**src/rtl/ntt_pkg.sv**
```systemverilog
// Shared definitions for the NTT sequencer and the butterfly datapath:
// polynomial size, transform mode codes and the sequencer state encoding.
package ntt_pkg;

    localparam int N    = 256;
    localparam int LOGN = 8;

    localparam logic [1:0] MODE_NTT  = 2'b00;
    localparam logic [1:0] MODE_INTT = 2'b01;

    typedef enum logic [1:0] {
        ST_IDLE  = 2'd0,
        ST_RUN   = 2'd1,
        ST_DRAIN = 2'd2,
        ST_DONE  = 2'd3
    } ntt_state_t;

    // log2 of the butterfly span for a layer: NTT halves the span each layer
    // starting from N/2, INTT doubles it starting from 2.
    function automatic logic [2:0] layerShift(input logic [1:0] m, input logic [2:0] l);
        layerShift = (m == MODE_INTT) ? (l + 3'd1) : (3'd7 - l);
    endfunction

endpackage

```
**src/rtl/ntt_delay_line.sv**
```systemverilog
// Fixed-depth shift register used to align the read strobe/addresses with
// the butterfly results coming back for write-back.
module ntt_delay_line #(
    parameter int DEPTH = 14,
    parameter int WIDTH = 17
) (
    input  logic             i_clk,
    input  logic             i_rst_n,
    input  logic [WIDTH-1:0] i_d,
    output logic [WIDTH-1:0] o_q
);

    logic [WIDTH-1:0] r_pipe [DEPTH];

    // Shift one stage per cycle; a reset empties every stage so no stale
    // write strobe can escape after an aborted transform.
    always_ff @(posedge i_clk or negedge i_rst_n) begin
        if (!i_rst_n) begin
            for (int i = 0; i < DEPTH; i++) begin
                r_pipe[i] <= '0;
            end
        end else begin
            r_pipe[0] <= i_d;
            for (int i = 1; i < DEPTH; i++) begin
                r_pipe[i] <= r_pipe[i-1];
            end
        end
    end

    assign o_q = r_pipe[DEPTH-1];

endmodule

```
**src/rtl/ntt_ctrl.sv**
```systemverilog
// In-place NTT/INTT address sequencer: walks 7 butterfly layers of 128
// butterflies each, drives read addresses, twiddle index and butterfly mode,
// and produces write-back strobes aligned to the butterfly output.
module ntt_ctrl
    import ntt_pkg::*;
#(
    parameter int BF_LAT = 13,
    parameter int RD_LAT = 1
) (
    input  logic       clk,
    input  logic       rst,
    input  logic       start,
    input  logic [1:0] mode,
    output logic       busy,
    output logic       done,
    output logic [1:0] bf_mode,
    output logic       rd_en,
    output logic [7:0] rd_addr_a,
    output logic [7:0] rd_addr_b,
    output logic [6:0] tw_idx,
    output logic       wr_en,
    output logic [7:0] wr_addr_a,
    output logic [7:0] wr_addr_b
);

    localparam int D    = RD_LAT + BF_LAT;
    localparam int DW   = $clog2(D + 1);
    localparam int AW   = LOGN;
    localparam int JW   = LOGN - 1;
    localparam int HALF = N / 2;
    localparam int PW   = 1 + 2 * AW;

    ntt_state_t    r_state;
    ntt_state_t    w_nextState;
    logic [2:0]    r_layer;
    logic [JW-1:0] r_j;
    logic [DW-1:0] r_drainCnt;
    logic [1:0]    r_bfMode;

    logic [2:0]    w_shift;
    logic [AW-1:0] w_j8;
    logic [AW-1:0] w_lowMask;
    logic [AW-1:0] w_len;
    logic [AW-1:0] w_addrA;
    logic [AW-1:0] w_addrB;
    logic [JW-1:0] w_group;
    logic [JW-1:0] w_tw;
    logic [PW-1:0] w_wrPipe;

    // State register; reset drops straight back to IDLE.
    always_ff @(posedge clk or negedge rst) begin
        if (!rst) begin
            r_state <= ST_IDLE;
        end else begin
            r_state <= w_nextState;
        end
    end

    // Layer, butterfly and drain counters plus the latched transform mode.
    always_ff @(posedge clk or negedge rst) begin
        if (!rst) begin
            r_layer    <= '0;
            r_j        <= '0;
            r_drainCnt <= '0;
            r_bfMode   <= '0;
        end else begin
            case (r_state)
                ST_IDLE: begin
                    if (w_nextState == ST_RUN) begin
                        r_bfMode <= mode;
                        r_layer  <= '0;
                        r_j      <= '0;
                    end
                end
                ST_RUN: begin
                    r_j        <= r_j + JW'(1);
                    r_drainCnt <= '0;
                end
                ST_DRAIN: begin
                    r_drainCnt <= r_drainCnt + DW'(1);
                    if (w_nextState != ST_DRAIN) begin
                        r_layer <= r_layer + 3'd1;
                    end
                end
                default: begin
                end
            endcase
        end
    end

    // Next-state sequencing and the status/strobe outputs of each state.
    always_comb begin
        w_nextState = r_state;
        rd_en       = 1'b0;
        busy        = 1'b0;
        done        = 1'b0;
        case (r_state)
            ST_IDLE: begin
                if (start && !mode[1]) begin
                    w_nextState = ST_RUN;
                end
            end
            ST_RUN: begin
                rd_en = 1'b1;
                busy  = 1'b1;
                if (r_j == JW'(HALF - 1)) begin
                    w_nextState = ST_DRAIN;
                end
            end
            ST_DRAIN: begin
                busy = 1'b1;
                if (r_drainCnt == DW'(D - 1)) begin
                    w_nextState = (r_layer == 3'(LOGN - 2)) ? ST_DONE : ST_RUN;
                end
            end
            ST_DONE: begin
                done        = 1'b1;
                w_nextState = ST_IDLE;
            end
            default: begin
                w_nextState = ST_IDLE;
            end
        endcase
    end

    // Butterfly addressing: insert a zero at bit s of j to get the upper leg,
    // the lower leg is span len away, and the twiddle follows the group index.
    always_comb begin
        w_shift   = layerShift(r_bfMode, r_layer);
        w_j8      = {1'b0, r_j};
        w_lowMask = (AW'(1) << w_shift) - AW'(1);
        w_len     = AW'(1) << w_shift;
        w_addrA   = (((w_j8 >> w_shift) << w_shift) << 1) | (w_j8 & w_lowMask);
        w_addrB   = w_addrA | w_len;
        w_group   = r_j >> w_shift;
        if (r_bfMode == MODE_INTT) begin
            w_tw = (JW'(HALF - 1) >> r_layer) - w_group;
        end else begin
            w_tw = (JW'(1) << r_layer) + w_group;
        end
    end

    assign bf_mode   = r_bfMode;
    assign rd_addr_a = rd_en ? w_addrA : '0;
    assign rd_addr_b = rd_en ? w_addrB : '0;
    assign tw_idx    = rd_en ? w_tw : '0;

    ntt_delay_line #(
        .DEPTH (D),
        .WIDTH (PW)
    ) u_wrDelay (
        .i_clk   (clk),
        .i_rst_n (rst),
        .i_d     ({rd_en, rd_addr_a, rd_addr_b}),
        .o_q     (w_wrPipe)
    );

    assign {wr_en, wr_addr_a, wr_addr_b} = w_wrPipe;

endmodule

```
**config.mk**
```make
export PLATFORM = sky130hd
export DESIGN_NAME = ntt_ctrl
export DESIGN_NICKNAME = d
export VERILOG_FILES = /design/src/rtl/ntt_pkg.sv /design/src/rtl/ntt_delay_line.sv /design/src/rtl/ntt_ctrl.sv
export SDC_FILE = /design/constraint.sdc
export NUM_CORES = 1
export LEC_CHECK = 0
export ABC_AREA = 1
export CAP_MARGIN = 40
export CORE_ASPECT_RATIO = 1.25
export CORE_MARGIN = 2
export CORE_UTILIZATION = 29
export CTS_CLUSTER_SIZE = 28
export DETAILED_ROUTE_END_ITERATION = 8
export PLACE_DENSITY_LB_ADDON = 0.3
export RECOVER_POWER = 25
export REMOVE_ABC_BUFFERS = 1
export SLEW_MARGIN = 25
export SYNTH_ARGS = -nofsm -noshare
export SYNTH_HDL_FRONTEND = slang
export SYNTH_HIERARCHICAL = 1
export SYNTH_SLANG_ARGS = --single-unit
```
**constraint.sdc**
```tcl
create_clock -name clk -period 4.8 [get_ports clk]
set_clock_uncertainty 0.15 [all_clocks]
set_input_delay 1.44 -clock clk [delete_from_list [all_inputs] [get_ports clk]]
set_output_delay 1.44 -clock clk [all_outputs]
set_load 0.05 [all_outputs]
```
==> flow_summary.ini <==
[placed_design]
dpl_cell_area_mm2 = 0.00989
portBuffers = 49
place_congestion = 0.887
hpwlAfterDp_mm = 9.85

[synth]
yosysTopAreaCell = dfrtp_1
yosysUniqueCellTypes = 33
seq_area_frac_synth = 0.740
yosys_register_bits = 256
netlist_instances = 687
synth_top_area_frac = 0.740
yosysWarnings = 6
synthTopCellsByArea = dfrtp_1 (74%), nand2_1 (5.2%), ha_1 (4.0%)
syn-cell-area_mm2 = 0.00866
syn_area_per_cell_um2 = 12.6

[cells_and_area]
fin_area_mm2 = 0.0111
fillCellCount = 2847
synthToLayoutAreaGrowth_pct = 27.7
final_common_cell = dfrtp_1
nets = 814
final_layout_size_suffix_gt1_frac = 0.224
num_antenna_cells = 0
final_util = 0.377
layout_common_cells = dfrtp_1 (256), nand2_1 (108), inv_1 (57), buf_4 (44), nor2_1 (37)

[cts]
cts-buffers-inserted = 25
clkTransAtPathRegs_ps = 60
cts_tree = done
clkSinkCount = 256
cts_root_buf = clkbuf_16
clock_latency_ps = 510
clock_path_buffers = 3
htreeDepth = 1

[global_route]
grt_pass1_vias = 5057
grt_util_met1 = 0.130
grtUsageMet3 = 0.0191
top_usage_layer = met2
grt_max_degree = 112
grt_util_met2 = 0.164
antenna_found_initial = 0
grt_first_pass_wirelength_mm = 25.0
grt-ovfl-total = 0
grt.total_usage = 0.0998

[pwr]
irDropWorstVdd_uv = 533
power_density_mw_per_mm2 = 636
power_leakage_nw = 5.53

[timing]
fmax_ghz = 0.200
report.final.slew_viol_count = 0
maxSlewHeadroom = 0.484
period_share = 1.04
min_period_ps = 4990
worst_pin_slew_ps = 774
finalWorstSetupSlack_ps = -188
hold_viol_final = 0
rsz0062_at_grt = yes
finalSetupViolCount = 5

[critical_path]
setup.worst_path.start_class = flop
rr_endpoint = u_wrDelay/r_pipe[225]$_DFF_PN0_
arrival_ps = 3400
reg2regPathDepth = 16
r2r_slack_ps = 2010
worstSetupEndpointType = primary output
critPathKind = reg -> out
path_max_fanout = 5
startpoint = r_layer[0]$_DFFE_PN0P_
worstPathRequired_ps = 3210
crit_end = tw_idx[6]
r2r_start = r_layer[0]$_DFFE_PN0P_

[route]
post_drt_wl_per_cell_um = 12.4
routed_wl_mm = 14.7
drt_iter0_markers = 260
post-route-drc-count = 0
vias_per_cell = 4.10
ant_nets = 0
vias = 4883
first_pass_iters = 6

[job]
maxCapViolCount = 0

[die]
rows = 70
die_w_um = 159
start_util = 0.295
top_level_ports = 50
dieArea_mm2 = 0.0313
fp.coreArea_mm2 = 0.0293
die_h_um = 197

[run_status]
outcome = complete, but fails checks
violations = setup timing

[min_path]
worstHoldPathType = reg -> reg
cell usage after synthesis (all sizes together):
cell and n:
dfrtp 256, nand4 3, xor2 5, clkbuf 4, inv 70, mux2 1
o211ai 4, a211oi 4, xnor2 1, nor3 4, fa 2, a31oi 3
o21ai 27, nor2 43, a21oi 35, ha 28, nor4 1, nand2 125
o22ai 1, a21o 1, buf 26, or2 2, nand3 41
how the worst min path moves through the flow:
| stage | start | end | cells past startpoint |
|---|---|---|---|
| global route | u_wrDelay/r_pipe[97]$_DFF_PN0_ | u_wrDelay/r_pipe[80]$_DFF_PN0_ | 0 |
| finish | u_wrDelay/r_pipe[154]$_DFF_PN0_ | u_wrDelay/r_pipe[137]$_DFF_PN0_ | 0 |
| detailed placement | u_wrDelay/r_pipe[17]$_DFF_PN0_ | u_wrDelay/o_q[0]$_DFF_PN0_ | 0 |
| CTS | u_wrDelay/r_pipe[185]$_DFF_PN0_ | u_wrDelay/r_pipe[168]$_DFF_PN0_ | 0 |
| global placement | u_wrDelay/r_pipe[224]$_DFF_PN0_ | u_wrDelay/r_pipe[207]$_DFF_PN0_ | 0 |
| floorplan | u_wrDelay/r_pipe[17]$_DFF_PN0_ | u_wrDelay/o_q[0]$_DFF_PN0_ | 0 |
where the power goes:
group          switching (W)  total [W]  internal (W)  leakage [nW]
registers           0.000162    0.00294       0.00278          3.46
logic                0.00137    0.00217      0.000804          1.66
clock network       0.000772    0.00192       0.00115         0.412
timing repair:
action / in CTS / in global routing
hold buffers: 0 / 0
gates resized for setup: 36 / 36
buffers inserted: 13 / 3
pin swaps: 11 / 19
endpoints found under the setup margin: 10 / 13
area by class of cell:
| cell class | instances | area [µm²] | share of cell area |
|---|---|---|---|
| repair buffers | 95 | 1060 | 0.0960 |
| clock inverters | 9 | 121 | 0.0110 |
| flip-flops and latches | 256 | 6410 | 0.579 |
| multi-input cells | 331 | 2000 | 0.181 |
| clock buffers | 34 | 709 | 0.0642 |
| inverters | 70 | 267 | 0.0241 |
| well taps | 396 | 495 | 0.0448 |
registers in the layout, summed over array words and instances, names as in the netlist:
register,cells
r_layer,3
r_state,2
u_wrDelay/o_q,17
r_j,7
r_drainCnt,4
bf_mode,2
u_wrDelay/r_pipe,221
layer usage:
layer | wire length, µm | part of all wire | vias to the layer above
li1 | - | - | 2348
met1 | 6350 | 0.43 | 2384
met2 | 7120 | 0.48 | 117
met3 | 713 | 0.048 | 34
met4 | 547 | 0.037 | 0
met5 | 0 | 0 | -
stage by stage:
step	setup slack [ps]	instances	TNS [ps]	hold WS (ps)	power, W
floorplan	-959	657	-4860	181	0.00406
CTS	-133	1189	-361	185	0.00706
global route	-383	1191	-1880	200	0.00744
finish	-188	1191	-437	191	0.00703
detailed placement	16.8	1133	0	185	0.00497
global placement	70.0	1133	0	181	0.00494
cell families (layout without fill, tap and decap cells):
group,count (synthesis),in the layout,share of synthesized area
AO/OA/AOI/OAI,75,75,0.0491
AND/OR/NAND/NOR,219,219,0.105
flip-flops,256,256,0.740
adder cells (fa/ha/maj),30,30,0.0451
multiplexers,1,1,0.00130
buffers and inverters,100,208,0.0536
XOR/XNOR,6,6,0.00607
worst max-delay path: stages, from the launching register on:
cell and delay (ps):
dfrtp_1 420, ha_2 210, inv_2 60, ha_4 200
o21ai_4 250, nand3_2 130, o21ai_4 90, ha_4 170
inv_2 40, fa_2 400, o21ai_2 160, a21o_1 130
nand2_1 50, nand2_2 80, nand2_1 50, nand2_1 60
o21ai_1 60, nor2_2 170, buf_12 150
No activity file was read; power rests on OpenSTA's default activity.
